$ cat src/rtl/multicycle_controller_if.sv
// multicycle_controller_if: instruction fields, status and control strobes between controller and datapath
interface multicycle_controller_if;
  logic [6:0] op;
  logic [2:0] funct3;
  logic       funct7b5;
  logic       zero;
  logic       mem_ready;
  logic       PCWrite;
  logic       AdrSrc;
  logic       MemWrite;
  logic       IRWrite;
  logic [1:0] ResultSrc;
  logic [1:0] ALUSrcA;
  logic [1:0] ALUSrcB;
  logic [2:0] ALUControl;
  logic [1:0] ImmSrc;
  logic       RegWrite;
  logic       illegal;
  logic [3:0] state;
  modport slave (
    input  op, funct3, funct7b5, zero, mem_ready,
    output PCWrite, AdrSrc, MemWrite, IRWrite, ResultSrc, ALUSrcA, ALUSrcB,
           ALUControl, ImmSrc, RegWrite, illegal, state
  );
  modport master (
    output op, funct3, funct7b5, zero, mem_ready,
    input  PCWrite, AdrSrc, MemWrite, IRWrite, ResultSrc, ALUSrcA, ALUSrcB,
           ALUControl, ImmSrc, RegWrite, illegal, state
  );
endinterface

$ cat src/rtl/multicycle_controller.sv
// multicycle_controller: control FSM sequencing the shared datapath of a multi-cycle RV32I core
module multicycle_controller #(
  parameter logic [3:0] RESET_STATE = 4'd0,
  parameter bit         MEM_WAIT_EN = 1'b1
) (
  input logic clk,
  input logic reset,
  multicycle_controller_if.slave bus
);
  typedef enum logic [3:0] {
    FETCH, DECODE, MEMADR, MEMREAD, MEMWB, MEMWRITE, EXECR, EXECI, ALUWB, BEQ, JAL
  } state_t;
  localparam logic [6:0] OP_LW = 7'b0000011, OP_SW = 7'b0100011, OP_R = 7'b0110011,
                         OP_I = 7'b0010011, OP_BEQ = 7'b1100011, OP_JAL = 7'b1101111;
  state_t s;
  logic [1:0] alu_op;
  logic rdy, bad_f3;
  assign rdy = MEM_WAIT_EN ? bus.mem_ready : 1'b1;
  assign bad_f3 = !(bus.funct3 inside {3'b000, 3'b010, 3'b110, 3'b111});
  assign bus.state = s;
  assign bus.ImmSrc = (bus.op == OP_SW) ? 2'b01 : (bus.op == OP_BEQ) ? 2'b10 :
                      (bus.op == OP_JAL) ? 2'b11 : 2'b00;
  // Next-state sequencing and sticky illegal flag; unused codes fall back to FETCH
  always_ff @(posedge clk) begin
    if (reset) begin
      s <= state_t'(RESET_STATE);
      bus.illegal <= 1'b0;
    end else begin
      case (s)
        FETCH: if (rdy) s <= DECODE;
        DECODE: begin
          case (bus.op)
            OP_LW, OP_SW: s <= MEMADR;
            OP_R: s <= EXECR;
            OP_I: s <= EXECI;
            OP_BEQ: s <= BEQ;
            OP_JAL: s <= JAL;
            default: begin
              s <= FETCH;
              bus.illegal <= 1'b1;
            end
          endcase
        end
        MEMADR: s <= (bus.op == OP_LW) ? MEMREAD : MEMWRITE;
        MEMREAD: if (rdy) s <= MEMWB;
        MEMWRITE: if (rdy) s <= FETCH;
        EXECR, EXECI: begin
          s <= ALUWB;
          if (bad_f3) bus.illegal <= 1'b1;
        end
        JAL: s <= ALUWB;
        default: s <= FETCH;
      endcase
    end
  end
  // Per-state strobes; alu_op 00 add, 01 sub, 10 decode from funct fields
  always_comb begin
    bus.PCWrite = 1'b0;
    bus.AdrSrc = 1'b0;
    bus.MemWrite = 1'b0;
    bus.IRWrite = 1'b0;
    bus.ResultSrc = 2'b00;
    bus.ALUSrcA = 2'b00;
    bus.ALUSrcB = 2'b00;
    bus.RegWrite = 1'b0;
    alu_op = 2'b00;
    case (s)
      FETCH: begin
        bus.PCWrite = rdy;
        bus.IRWrite = rdy;
        bus.ALUSrcB = 2'b10;
        bus.ResultSrc = 2'b10;
      end
      DECODE: begin
        bus.ALUSrcA = 2'b01;
        bus.ALUSrcB = 2'b01;
      end
      MEMADR: begin
        bus.ALUSrcA = 2'b10;
        bus.ALUSrcB = 2'b01;
      end
      MEMREAD: bus.AdrSrc = 1'b1;
      MEMWRITE: begin
        bus.AdrSrc = 1'b1;
        bus.MemWrite = 1'b1;
      end
      MEMWB: begin
        bus.ResultSrc = 2'b01;
        bus.RegWrite = 1'b1;
      end
      EXECR: begin
        bus.ALUSrcA = 2'b10;
        alu_op = 2'b10;
      end
      EXECI: begin
        bus.ALUSrcA = 2'b10;
        bus.ALUSrcB = 2'b01;
        alu_op = 2'b10;
      end
      ALUWB: bus.RegWrite = 1'b1;
      BEQ: begin
        bus.ALUSrcA = 2'b10;
        alu_op = 2'b01;
        bus.PCWrite = bus.zero;
      end
      JAL: begin
        bus.ALUSrcA = 2'b01;
        bus.ALUSrcB = 2'b10;
        bus.PCWrite = 1'b1;
      end
      default: ;
    endcase
    bus.ALUControl = (alu_op == 2'b00) ? 3'b000 :
                     (alu_op == 2'b01) ? 3'b001 :
                     (bus.funct3 == 3'b000) ? ((s == EXECR && bus.funct7b5) ? 3'b001 : 3'b000) :
                     (bus.funct3 == 3'b010) ? 3'b101 :
                     (bus.funct3 == 3'b110) ? 3'b011 :
                     (bus.funct3 == 3'b111) ? 3'b010 : 3'b000;
  end
endmodule
$ cat src/flat_wrapper.sv
// flat-port wrapper written by rule: the top's interface ports become plain ports
module multicycle_controller_flat 
#(
  parameter logic [3:0] RESET_STATE = 4'd0,
  parameter bit         MEM_WAIT_EN = 1'b1
)
  (clk, reset, bus_op, bus_funct3, bus_funct7b5, bus_zero, bus_mem_ready, bus_PCWrite, bus_AdrSrc, bus_MemWrite, bus_IRWrite, bus_ResultSrc, bus_ALUSrcA, bus_ALUSrcB, bus_ALUControl, bus_ImmSrc, bus_RegWrite, bus_illegal, bus_state);
  multicycle_controller_if bus_i ();
  input logic clk;
  input logic reset;
  input wire logic [$bits(bus_i.op)-1:0] bus_op;
  input wire logic [$bits(bus_i.funct3)-1:0] bus_funct3;
  input wire logic [$bits(bus_i.funct7b5)-1:0] bus_funct7b5;
  input wire logic [$bits(bus_i.zero)-1:0] bus_zero;
  input wire logic [$bits(bus_i.mem_ready)-1:0] bus_mem_ready;
  output wire logic [$bits(bus_i.PCWrite)-1:0] bus_PCWrite;
  output wire logic [$bits(bus_i.AdrSrc)-1:0] bus_AdrSrc;
  output wire logic [$bits(bus_i.MemWrite)-1:0] bus_MemWrite;
  output wire logic [$bits(bus_i.IRWrite)-1:0] bus_IRWrite;
  output wire logic [$bits(bus_i.ResultSrc)-1:0] bus_ResultSrc;
  output wire logic [$bits(bus_i.ALUSrcA)-1:0] bus_ALUSrcA;
  output wire logic [$bits(bus_i.ALUSrcB)-1:0] bus_ALUSrcB;
  output wire logic [$bits(bus_i.ALUControl)-1:0] bus_ALUControl;
  output wire logic [$bits(bus_i.ImmSrc)-1:0] bus_ImmSrc;
  output wire logic [$bits(bus_i.RegWrite)-1:0] bus_RegWrite;
  output wire logic [$bits(bus_i.illegal)-1:0] bus_illegal;
  output wire logic [$bits(bus_i.state)-1:0] bus_state;
  assign bus_i.op = bus_op;
  assign bus_i.funct3 = bus_funct3;
  assign bus_i.funct7b5 = bus_funct7b5;
  assign bus_i.zero = bus_zero;
  assign bus_i.mem_ready = bus_mem_ready;
  assign bus_PCWrite = bus_i.PCWrite;
  assign bus_AdrSrc = bus_i.AdrSrc;
  assign bus_MemWrite = bus_i.MemWrite;
  assign bus_IRWrite = bus_i.IRWrite;
  assign bus_ResultSrc = bus_i.ResultSrc;
  assign bus_ALUSrcA = bus_i.ALUSrcA;
  assign bus_ALUSrcB = bus_i.ALUSrcB;
  assign bus_ALUControl = bus_i.ALUControl;
  assign bus_ImmSrc = bus_i.ImmSrc;
  assign bus_RegWrite = bus_i.RegWrite;
  assign bus_illegal = bus_i.illegal;
  assign bus_state = bus_i.state;
  multicycle_controller #(.RESET_STATE(RESET_STATE), .MEM_WAIT_EN(MEM_WAIT_EN)) u_core (.clk(clk), .reset(reset), .bus(bus_i));
endmodule
$ cat config.mk
export PLATFORM = sky130hd
export DESIGN_NAME = multicycle_controller_flat
export DESIGN_NICKNAME = d
export VERILOG_FILES = /design/src/rtl/multicycle_controller_if.sv /design/src/rtl/multicycle_controller.sv /design/src/flat_wrapper.sv
export SDC_FILE = /design/constraint.sdc
export NUM_CORES = 1
export LEC_CHECK = 0
export BUFFER_PORTS_ARGS = -buffer_cell sky130_fd_sc_hd__buf_2
export CORE_MARGIN = 5
export CORE_UTILIZATION = 44
export DETAILED_ROUTE_END_ITERATION = 7
export PLACE_DENSITY = 0.75
export SKIP_CTS_REPAIR_TIMING = 1
export SLEW_MARGIN = 20
export SYNTH_ARGS = -nofsm -noshare
export SYNTH_HDL_FRONTEND = slang
export SYNTH_SLANG_ARGS = --single-unit
$ cat constraint.sdc
create_clock -name clk -period 1.8 [get_ports clk]
set_clock_uncertainty 0.15 [all_clocks]
set_input_delay 0.18 -clock clk [delete_from_list [all_inputs] [get_ports clk]]
set_output_delay 0.18 -clock clk [all_outputs]
set_load 0.01 [all_outputs]
* Yosys cells after proc, flatten, opt, wreduce, memory -nomap -nowiden
Cells that the tools add are included.
** Operators by class
- Equality and inequality tests :: 25
- Muxes and demuxes :: 28
- Reductions and logical operators :: 18
** Operators by type and width (count)
- $pmux W4 S6 :: 1
- $pmux W4 S5 :: 1
- $mux W3 :: 6
- $eq A4 B3 Y1 const B :: 4
- $pmux W2 S2 :: 4
- $eq A7 B6 Y1 const B :: 2
- $eq A7 B7 Y1 const B :: 2
- $eq A4 B4 Y1 const B :: 3
- $mux W4 :: 3
- $reduce_or A2 Y1 :: 6
- $ne A2 B2 Y1 const B :: 5
- $eq A4 B2 Y1 const B :: 2
- $mux W2 :: 4
- $eq A7 B2 Y1 const B :: 1
- $eq A7 B5 Y1 const B :: 1
- $mux W1 :: 7
- $eq A3 B3 Y1 const B :: 2
- $reduce_and A3 Y1 :: 2
- $reduce_or A3 Y1 :: 2
- $reduce_or A6 Y1 :: 1
- $eq A4 B1 Y1 const B :: 1
- $logic_not A4 Y1 :: 1
- $reduce_bool A4 Y1 :: 1
- $reduce_or A4 Y1 :: 1
- 8 further kinds :: 8
** Storage, ports and cells
- Bits in registers :: 5
- Input bits :: 15
- Output and inout bits :: 21
- Logic and storage cells :: 73

* Longest topological paths before layout
Gate-level depths: netlist (run 1).
- Depth after elaboration :: 7
- Depth in mapped cells :: 6
- Mapped depth without buffers :: 4

* Worst setup path after synthesis (run 1)
OpenSTA, ideal clock, no wires.
- Path type :: flip-flop to output port
- Start point :: register u_core.s[1] (netlist: u_core.bus.state[1])
- End point :: output bus_IRWrite
- Data arrival time :: 1.385 ns
- Data required time :: 1.470 ns
- Slack :: 0.085 ns
- Stages on the path, launching flop included :: 5
- Path buffers :: 2
- Cells stage by stage :: dfxtp_1 > buf_6 > clkbuf_1 > nor4_1 > and2_1
** On the way
- Word-level cells in the longest chain between the ends :: 2
** Ends and longest elaborated chain
- start, declared :: RTL line multicycle_controller.sv:15 : state_t s;
- start signal, assigned :: RTL line multicycle_controller.sv:26 : s <= state_t'(RESET_STATE);
- start signal, assigned :: RTL line multicycle_controller.sv:44 : MEMADR: s <= (bus.op == OP_LW) ? MEMREAD : MEMWRITE;
- $logic_not A4 Y1 :: RTL line multicycle_controller.sv:67 : case (s)
- $mux W1 :: RTL line multicycle_controller.sv:67
- end, declared :: RTL line flat_wrapper.sv:19 : output wire logic [$bits(bus_i.IRWrite)-1:0] bus_IRWrite;
Every way passes these cells.

* Worst setup path in the final report (run 1)
- Start point :: register u_core.s[0] (netlist: u_core.bus.state[0])
- End point :: output bus_IRWrite
Same word-level chain as after synthesis.

==> results of run 1 <==
==> logic make-up (layout without fill, tap and decap cells) <==
family / Yosys count / after routing / share of synthesized area [%]
muxes: 2 / 2 / 2.974
DFF: 5 / 5 / 14.87
and+or+nand+nor: 53 / 53 / 47.96
xor gates and xnor gates: 3 / 3 / 3.904
buffers and inverters: 10 / 47 / 8.549
AOI/OAI and AO/OA: 23 / 23 / 21.75
==> per-layer routing <==
layer | global-route usage [%] | routed length (um)
met2 | 30.04 | 1027
met5 | 0 | 0
met4 | 9.417 | 31
met1 | 18.13 | 805
met3 | 3.364 | 149
==> worst min-delay path by stage <==
stage,startpoint,endpoint,cells after the start
2_1_floorplan,reset,u_core.bus.illegal$_SDFFE_PP0P_,1
3_3_place_gp,reset,u_core.bus.illegal$_SDFFE_PP0P_,2
3_5_place_dp,reset,u_core.bus.illegal$_SDFFE_PP0P_,2
4_1_cts,reset,u_core.bus.illegal$_SDFFE_PP0P_,2
5_1_grt,reset,u_core.bus.state[0]$_SDFFE_PP0P_,2
6_report,reset,u_core.bus.state[0]$_SDFFE_PP0P_,2
==> report_power, final <==
part           switching [uW]  internal [uW]  total, uW  leakage, uW
registers                7.09            115        122    0.0000429
logic                    59.2           54.6        114     0.000382
clock network            54.5           84.3        139    0.0000150
total                     121            254        374     0.000439
==> final cells by class <==
class | count | area [sq um]
fill | 139 | 543.0
sequential | 5 | 107.6
multi-input combinational | 81 | 543.0
timing repair buffer | 42 | 227.7
tap | 16 | 20.02
inverter | 1 | 3.754
clock buffer | 4 | 26.28
==> sequential cells by signal (all words and copies together), names as in the netlist <==
name	cells
u_core.bus.illegal	1
u_core.bus.state	4
==> cell usage in the layout (no fill, tap or decap), types with 2 or more instances in the layout <==
cell and n:
a21o_1 2, a21oi_1 8, a31oi_1 2, buf_2 35
buf_4 7, clkbuf_4 3, dfxtp_2 3, mux2i_1 2
nand2_1 5, nand2b_1 7, nand3_1 2, nor2_1 11
nor2b_1 4, nor3_1 5, nor3b_1 3, o21ai_0 2
o22ai_1 2, o31ai_1 2, or3_1 2
==> worst reg2reg max path, stage by stage (launching register included) <==
cell      delay [ns]
dfxtp_4         0.38
buf_4           0.19
or3_1           0.37
a211oi_1        0.24
nor3_1          0.07
==> synth_stat cells (all sizes together) (3+ instances only) <==
cell     n
a21oi    8
buf      7
dfxtp    5
nand2    5
nand2b   8
nor2    12
nor2b    5
nor3     6
nor3b    3
==> through the flow <==
step	hold WS [ns]	area, sq um	total power [uW]	setup WS, ns
6_report	0.04082	928.4	374.5	0.09413
5_1_grt	0.03814	928.4	395.6	0.002913
4_1_cts	0.03337	893.4	375.6	-0.05803
3_5_place_dp	0.2998	867.1	233.5	0.1888
3_3_place_gp	0.2839	867.1	230.5	0.1937
2_1_floorplan	0.09907	673.1	187.0	0.08534
==> flow_summary.yaml, run 1 <==
sta:
  fmax_mhz: 586.2
  relSlewSlack_pct: 73.69
  finalSetupTns_ns: 0
  slew_violations: 0
  rsz0062_at_grt: "false"
  hold_viol: 0
  post-route-period-util_pct: 94.77
  setup_viol: 0
  fin_crit_ns: 1.706
  worst_pin_slew_ns: 0.3916
setup_path:
  crit_path_end: "bus_IRWrite"
  r2r-start: "u_core.bus.state[0]$_SDFFE_PP0P_"
  r2r_setup_slack_ns: 0.27
  critPathRequiredTime_ns: 1.47
  critPathTopFamily: "simple AND/OR/NAND/NOR gates"
  cp_max_fo: 12
  cp_slowest_cell: "dfxtp_4"
  max_stage_delay_ns: 0.38
  r2r_cells: 4
  critPathLaunch: "u_core.bus.state[0]$_SDFFE_PP0P_"
  cp.arrival_ns: 1.38
  worstSetupStartpointType: "flop"
  critPathKind: "reg2out"
  cp_cell_sequence: "buf_4, nor4_4, and2_1, buf_2"
  crit_buf_inv: 2
  timing.rr.end: "u_core.bus.state[3]$_SDFFE_PP0P_"
  cp.depth: 4
  crit_path_end_kind: "output pin"
power_and_ir_drop:
  p_leak_uw: 0.0004394
  peakVddDrop_mv: 0.2545
  power_density_mw_per_mm2: 403.3
logic_synthesis:
  yosysWarnings: 0
  syn_nets: 111
  synth_async_sr_flop_share_pct: 0
  synth_area_leaders: "dfxtp_1 15%, nor2_1 6.7%, nand2b_1 6.5%"
  syn_inst: 96
  ys_seq_elements: 5
  ys_seq_area_share_pct: 14.87
  synth_top_area_share_pct: 14.87
  syn_area_per_cell_sq_um: 7.012
  synth_area_leader_cell: "dfxtp_1"
  synth-main-ff-cell: "dfxtp_1"
  ys_types: 40
  syn_area_sq_um: 673.1
  synth_edf_count: 0
grt:
  grt_max_degree: 15
  grt_usage_pct: 16.90
  grt_pass1_vias: 777
  grt_first_pass_wirelength_um: 3298
  antenna_found_initial: 0
  grt_overflow: 0
route:
  drt_iter0_drc: 24
  drt-total-wl_um: 2014
  final_antenna_net_count: 0
  wl_per_cell_um: 13.52
  drtPass1Iterations: 4
  num_vias: 839
  via_per_inst: 5.631
  drc_errors: 0
placed_design:
  io_buffers: 35
  dp_hpwl_um: 1583
  gp_congestion: 0.7636
  place_inst: 145
clocking:
  htreeDepth: 1
  insertion_delay_ns: 0.25
  ctsLongestPathBuffers: 2
  cts_tree: "yes"
  numCtsBuffers: 3
  clockRootBuffer: "clkbuf_4"
  clk_pin_slew_ns: 0.05
  numClockSinks: 5
final_layout:
  final_nets: 149
  drive_above_1_share_pct: 42.11
  post-route-util_pct: 63.10
  area_delta_synth_final_pct: 37.92
  fin_cells: 149
  n_antenna_cell: 0
floorplan:
  initial_core_util_pct: 45.75
  dieArea_sq_mm: 0.002412
  pin_count: 36
  fp.coreArea_sq_mm: 0.001471
  num_rows: 14
  dieHeight_um: 49.12
  fp.dieW_um: 49.12
hold_path:
  hp-class: "in2reg"
job:
  drv_cap: 0
outcome:
  status: "finished, final reports clean"
No activity file was read; power rests on OpenSTA's default activity.
==> run 2, diff against run 1 <==
--- a/config.mk
+++ b/config.mk
@@ -5,12 +5,13 @@
 export SDC_FILE = /design/constraint.sdc
 export NUM_CORES = 1
 export LEC_CHECK = 0
+export ABC_AREA = 1
 export BUFFER_PORTS_ARGS = -buffer_cell sky130_fd_sc_hd__buf_2
 export CORE_MARGIN = 5
-export CORE_UTILIZATION = 44
+export CORE_UTILIZATION = 41
 export DETAILED_ROUTE_END_ITERATION = 7
-export PLACE_DENSITY = 0.75
-export SKIP_CTS_REPAIR_TIMING = 1
+export PLACE_DENSITY = 0.74
+export REMOVE_ABC_BUFFERS = 1
 export SLEW_MARGIN = 20
 export SYNTH_ARGS = -nofsm -noshare
 export SYNTH_HDL_FRONTEND = slang
==> run 2 against run 1 <==
Against the previous run: the flow now finishes with violations (hold timing); area after synthesis is 16% lower; highest routed layer unchanged; utilization is 2.7 points lower; cell area is 15% lower; via count is 10% lower; hold slack worse by 0.044 ns; register-to-register slack better by 0.21 ns; worst setup slack better by 0.016 ns; critical path type unchanged; clock power is 4% lower; first-iteration DRC count is 79% lower; wire length is 21% lower.
==> flow_summary.yaml, run 2 <==
logic_synthesis:
  synth_top_area_share_pct: 17.74
  synthXorXnorAreaFrac_pct: 0
  synth_compound_area_share_pct: 17.96
  synthTopCellsByCount: "22 x nand2_1, 16 x inv_1, 15 x nor2_1"
  syn_area_per_cell_sq_um: 5.643
  synth_fa_ha_area_share_pct: 0
  synthMostInstantiatedCell: "nand2_1"
  yosysWarnings: 0
  synth_area_leaders: "dfxtp_1 18%, nand2_1 15%, inv_1 11%"
  synth-main-ff-cell: "dfxtp_1"
  syn_inst: 100
  synthSimpleGateAreaFrac_pct: 50.33
  ys_types: 22
  ys_seq_elements: 5
  synth_edf_count: 0
  synth_area_leader_cell: "dfxtp_1"
  synth_top_family_by_area: "simple AND/OR/NAND/NOR gates"
  synthMuxAreaShare_pct: 0
  ys_seq_area_share_pct: 17.74
  synth_async_sr_flop_share_pct: 0
  syn_area_sq_um: 564.3
setup_path:
  cp_max_fo: 6
  critPathTopFamily: "simple AND/OR/NAND/NOR gates"
  cp_cell_sequence: "inv_1, nand2_1, nor2_1, nand3_1, a21oi_1, or2_1, buf_2"
  cp.arrival_ns: 1.36
  crit_buf_inv: 2
  critPathRequiredTime_ns: 1.47
  max_stage_delay_ns: 0.40
  cp_slowest_cell: "dfxtp_2"
  critPathKind: "reg2out"
  worstSetupStartpointType: "flop"
  crit_path_end_kind: "output pin"
clocking:
  clockRootBuffer: "clkbuf_4"
  cts_setup_buffers: 0
  ctsLongestPathBuffers: 2
  numCtsBuffers: 3
  htreeDepth: 1
  clk_pin_slew_ns: 0.05
  insertion_delay_ns: 0.25
  numClockSinks: 5
  hold_buffers: 0
  cts_tree: "yes"
route:
  num_vias: 755
  final_antenna_net_count: 0
  wl_met1_um: 733
  dr_wl_met3_um: 129
  drt-total-wl_um: 1589
  wl_per_cell_um: 10.32
  via_per_inst: 4.903
  top_layer_used: "met4"
  drc_errors: 0
  drt_iter0_drc: 5
  wl_met2_um: 700
  drtPass1Iterations: 4
outcome:
  status: "finished with violations"
  violations: "hold timing"
grt:
  grt_max_degree: 8
  antenna_found_initial: 0
  grt_overflow: 0
  grt_pass1_vias: 638
  grt_usage_pct: 15.39
  grt_first_pass_wirelength_um: 2442
final_layout:
  final_nets: 155
  layout_common_cells: "35 x buf_2, 22 x nand2_1, 15 x inv_1, 15 x nor2_1"
  drive_above_1_share_pct: 39.57
  n_fill_cell: 141
  fin_area_sq_um: 785.8
  largest_reg_flops: 4
  mostFrequentLayoutCell: "buf_2"
  area_delta_synth_final_pct: 39.25
  n_antenna_cell: 0
  post-route-util_pct: 60.38
power_and_ir_drop:
  peakVddDrop_mv: 0.1624
  seqPwrFrac_pct: 32.6
  switching_share_pct: 33.52
  intPower_uw: 253.0
  power_density_mw_per_mm2: 484.4
  power_uw: 380.6
  p_clk_share_pct: 35.1
  netSwitchingPower_uw: 127.6
  comb_power_share_pct: 32.3
  p_leak_uw: 0.0004784
floorplan:
  fp.coreArea_sq_mm: 0.001301
  pin_count: 36
  dieArea_sq_mm: 0.002218
  dieHeight_um: 47.10
  fp.dieW_um: 47.10
  initial_core_util_pct: 43.37
  num_rows: 13
sta:
  post-route-period-util_pct: 93.88
  rsz0062_at_grt: "false"
  worst_pin_slew_ns: 0.2212
  fmax_mhz: 591.8
  relSlewSlack_pct: 85.23
  hold_slack_ns: -0.002711
  hold_viol: 1
  finalSetupTns_ns: 0
  setup_viol: 0
  fin_crit_ns: 1.690
  slew_violations: 0
placed_design:
  dp_hpwl_um: 1382
  gp_congestion: 0.7763
  dpl_cell_area_sq_um: 758.2
  io_buffers: 35
hold_path:
  hp-class: "in2reg"
job:
  drv_cap: 0
==> run 2: cell types whose count changed after synthesis, moves of 3 or more <==
cell	previous run	this run
nor2_2	0	3
nand3_1	2	6
nor2_1	12	15
nand2b_1	7	0
nand2_4	0	3
nor3_1	5	2
nor2b_1	5	0
nand2_1	5	22
inv_1	1	16
buf_2	4	0
nor3b_1	3	0
inv_2	0	5
==> run 2: metal layers <==
layer | vias to the layer above | track usage, %
met4 | 0 | 6.630
li1 | 393 | -
met2 | 33 | 26.02
met5 | - | 0
met3 | 4 | 2.682
met1 | 325 | 19.00
==> run 2: area by class of cell <==
class | count | area (sq um) | area share, %
Timing Repair Buffer | 35 | 175.2 | 22.29
Multi-Input combinational cell | 74 | 385.4 | 49.04
Clock buffer | 4 | 26.28 | 3.344
Sequential cell | 5 | 101.3 | 12.90
Tap cell | 15 | 18.77 | 2.389
Inverter | 21 | 78.83 | 10.03
==> run 2: cell families after synthesis <==
group                  count (synthesis)
and+or+nand+nor                       57
buffers and inverters                 21
AOI/OAI and AO/OA                     17
DFF                                    5
==> run 2: repair_timing <==
action	4_1_cts	5_1_grt
endpoints found under the setup margin	0	3
endpoints found under the hold margin	0	0
resized for setup	0	2
==> run 2: power by group through the flow <==
stage	logic, uW	clock network [uW]	registers [uW]
after detailed placement	124	0	125
after floorplan	71.3	0	127
after CTS	124	135	123
final	123	134	124
after global placement	123	0	124
after global routing	138	146	124
==> run 2: final timing paths <==
check	slack (ns)	depth (start not counted)	endpoint	startpoint
max	0.11	7	bus_ALUControl[0]	u_core.bus.state[0]$_SDFFE_PP0P_
max reg2reg	0.48	6	u_core.bus.illegal$_SDFFE_PP0P_	u_core.bus.state[3]$_SDFFE_PP0P_
min	-0.003	2	u_core.bus.state[0]$_SDFFE_PP0P_	reset
min reg2reg	0.29	2	u_core.bus.illegal$_SDFFE_PP0P_	u_core.bus.illegal$_SDFFE_PP0P_
==> run 2: per-stage QoR <==
stage	instances	worst slack, ns
final	154	0.1102
after global routing	154	0.01195
after CTS	154	0.01225
after detailed placement	150	0.2832
after global placement	150	0.3341
after floorplan	100	0.4095
==> run 3, diff against run 2 <==
--- a/config.mk
+++ b/config.mk
@@ -8,9 +8,9 @@
 export ABC_AREA = 1
 export BUFFER_PORTS_ARGS = -buffer_cell sky130_fd_sc_hd__buf_2
 export CORE_MARGIN = 5
-export CORE_UTILIZATION = 41
+export CORE_UTILIZATION = 37
 export DETAILED_ROUTE_END_ITERATION = 7
-export PLACE_DENSITY = 0.74
+export PLACE_DENSITY = 0.7
 export REMOVE_ABC_BUFFERS = 1
 export SLEW_MARGIN = 20
 export SYNTH_ARGS = -nofsm -noshare
==> constraint.sdc (replaced) <==
create_clock -name clk -period 1.4 [get_ports clk]
set_clock_uncertainty 0.15 [all_clocks]
set_input_delay 0.14 -clock clk [delete_from_list [all_inputs] [get_ports clk]]
set_output_delay 0.14 -clock clk [all_outputs]
set_load 0.01 [all_outputs]
==> run 3 against run 2 <==
Against the previous run: the flow finishes with violations (setup timing); clock power grew 31%; largest cell class unchanged; hold slack better by 0.070 ns; cell area rose by 45%; die area up 8.5%; worst setup slack worse by 0.31 ns; total power is 58% higher; sequential cell count unchanged; sequential share of layout area fell by 2.8 points; combinational power is 120% higher; via count rose by 14%; register-to-register slack worse by 0.53 ns; first-iteration DRC count rose to 5.6 times the previous value.
==> flow_summary.yaml, run 3 (synthesis results as in run 2) <==
outcome:
  status: "finished with violations"
  violations: "setup timing"
clocking:
  clockRootBuffer: "clkbuf_4"
  numClockSinks: 5
  cts_tree: "yes"
  htreeDepth: 1
  numCtsBuffers: 3
  ctsLongestPathBuffers: 2
  insertion_delay_ns: 0.25
  clk_pin_slew_ns: 0.05
final_layout:
  n_antenna_cell: 0
  drive_above_1_share_pct: 63.06
  mostFrequentLayoutCell: "buf_2"
  largest_reg_flops: 4
  fin_area_sq_mm: 0.001141
  fin_cells: 173
  layout_common_cells: "31 x buf_2, 20 x nand2_1, 11 x buf_4"
  final_nets: 173
  area_delta_synth_final_pct: 102.2
floorplan:
  dieHeight_um: 49.05
  num_rows: 14
  initial_core_util_pct: 38.35
  pin_count: 36
  fp.dieW_um: 49.05
  dieArea_sq_mm: 0.002406
  fp.coreArea_sq_mm: 0.001471
route:
  drc_errors: 0
  drtPass1Iterations: 4
  via_per_inst: 4.965
  wl_per_cell_um: 14.43
  drt-total-wl_um: 2496
  drt_iter0_drc: 28
  final_antenna_net_count: 0
  num_vias: 859
setup_path:
  critPathKind: "reg2out"
  worstSetupStartpointType: "flop"
  cp_max_fo: 5
  crit_path_end: "bus_PCWrite"
  r2r_cells: 9
  r2r-start: "u_core.bus.state[1]$_SDFFE_PP0P_"
  critPathLaunch: "u_core.bus.state[1]$_SDFFE_PP0P_"
  cp.arrival_ns: 1.31
  timing.rr.end: "u_core.bus.state[2]$_SDFFE_PP0P_"
  r2r_setup_slack_ns: -0.05
  critPathRequiredTime_ns: 1.11
  crit_path_end_kind: "output pin"
sta:
  finalWorstSetupSlack_ns: -0.1954
  fmax_mhz: 626.8
  slew_violations: 0
  finalSetupTns_ns: -1.551
  setup_viol: 16
  post-route-period-util_pct: 114.0
  rsz0062_at_grt: "true"
  hold_viol: 0
  worst_pin_slew_ns: 0.2294
  fin_crit_ns: 1.595
  relSlewSlack_pct: 84.69
grt:
  grt_first_pass_wirelength_um: 3615
  grt_pass1_vias: 860
  grt_usage_pct: 19.06
  antenna_found_initial: 0
  grt_overflow: 0
  grt_max_degree: 7
power_and_ir_drop:
  p_clk_share_pct: 29.1
  seqPwrFrac_pct: 25.9
  power_density_mw_per_mm2: 526.1
  p_leak_uw: 0.0006043
  peakVddDrop_mv: 0.4731
  comb_power_share_pct: 45.0
  switching_share_pct: 36.18
  intPower_uw: 383.1
  netSwitchingPower_uw: 217.2
placed_design:
  io_buffers: 35
  place_inst: 154
  gp_congestion: 0.7803
  place_ws_ns: 0.01429
  dp_hpwl_um: 1425
  dpl_cell_area_sq_um: 782.0
job:
  drv_cap: 0
hold_path:
  hp-class: "in2reg"
run 3: changes by cell type in the layout (fill, tap and decap cells not counted), moves of 3 or more:
cell and change:
nor2_1 -6, buf_4 +11, buf_2 -4, nor2_4 +8, inv_4 +6, dfxtp_4 +4, dfxtp_1 -3, a21oi_2 +3
nand3_2 +4, inv_1 -7, buf_6 +10, a21oi_1 -3, nand3_1 -4
run 3: how the worst min path moves through the flow:
stage	cells after the start	startpoint	to
global placement	2	reset	u_core.bus.illegal$_SDFFE_PP0P_
finish	4	bus_mem_ready	u_core.bus.state[1]$_SDFFE_PP0P_
CTS	4	bus_mem_ready	u_core.bus.state[1]$_SDFFE_PP0P_
floorplan	1	reset	u_core.bus.illegal$_SDFFE_PP0P_
detailed placement	2	reset	u_core.bus.state[0]$_SDFFE_PP0P_
global route	4	bus_mem_ready	u_core.bus.state[1]$_SDFFE_PP0P_
run 3: area by class of cell:
| class | instances | area [sq um] |
|---|---|---|
| inverters | 21 | 98.84 |
| flip-flops and latches | 5 | 115.1 |
| fillers | 101 | 330.3 |
| repair buffers | 53 | 360.3 |
| well taps | 16 | 20.02 |
| multi-input cells | 74 | 520.5 |
| clock buffers | 4 | 26.28 |
run 3: power by group through the flow:
stage / logic [uW] / clock network [uW] / registers (uW)
6_report: 270 / 175 / 155
5_1_grt: 292 / 188 / 156
3_5_place_dp: 171 / 0 / 158
2_1_floorplan: 91.7 / 0 / 163
3_3_place_gp: 169 / 0 / 157
4_1_cts: 207 / 175 / 155
run 3: metrics by stage:
step	utilization, %	power, uW	hold WS [ns]
3_5_place_dp	53.15	328.5	0.2180
5_1_grt	77.55	635.1	0.1136
2_1_floorplan	-	254.8	0.05907
6_report	77.55	600.3	0.06711
3_3_place_gp	53.15	326.6	0.2210
4_1_cts	66.50	536.7	0.05749
run 3: worst max-delay path: stages (launching register included):
cell and delay (ns):
dfxtp_4 0.44, nor2_4 0.05, nand2_2 0.10, nor2_4 0.05
a211o_1 0.27, buf_2 0.14
run 3: timing repair:
| action | 4_1_cts | 5_1_grt |
|---|---|---|
| setup buffers | 8 | 6 |
| endpoints found under the setup margin | 12 | 18 |
| hold endpoints to repair | 4 | 0 |
| pin swaps | 6 | 15 |
| resized for setup | 35 | 31 |
| hold buffers | 1 | 0 |
run 3: per-layer routing:
metal  track usage, %  share of wire (%)  vias up
li1                 -                  -      428
met1            17.88                 36      375
met2            36.30                 51       44
met3            4.281                7.3       12
met4            11.66                5.3        0
met5                0                  0        -
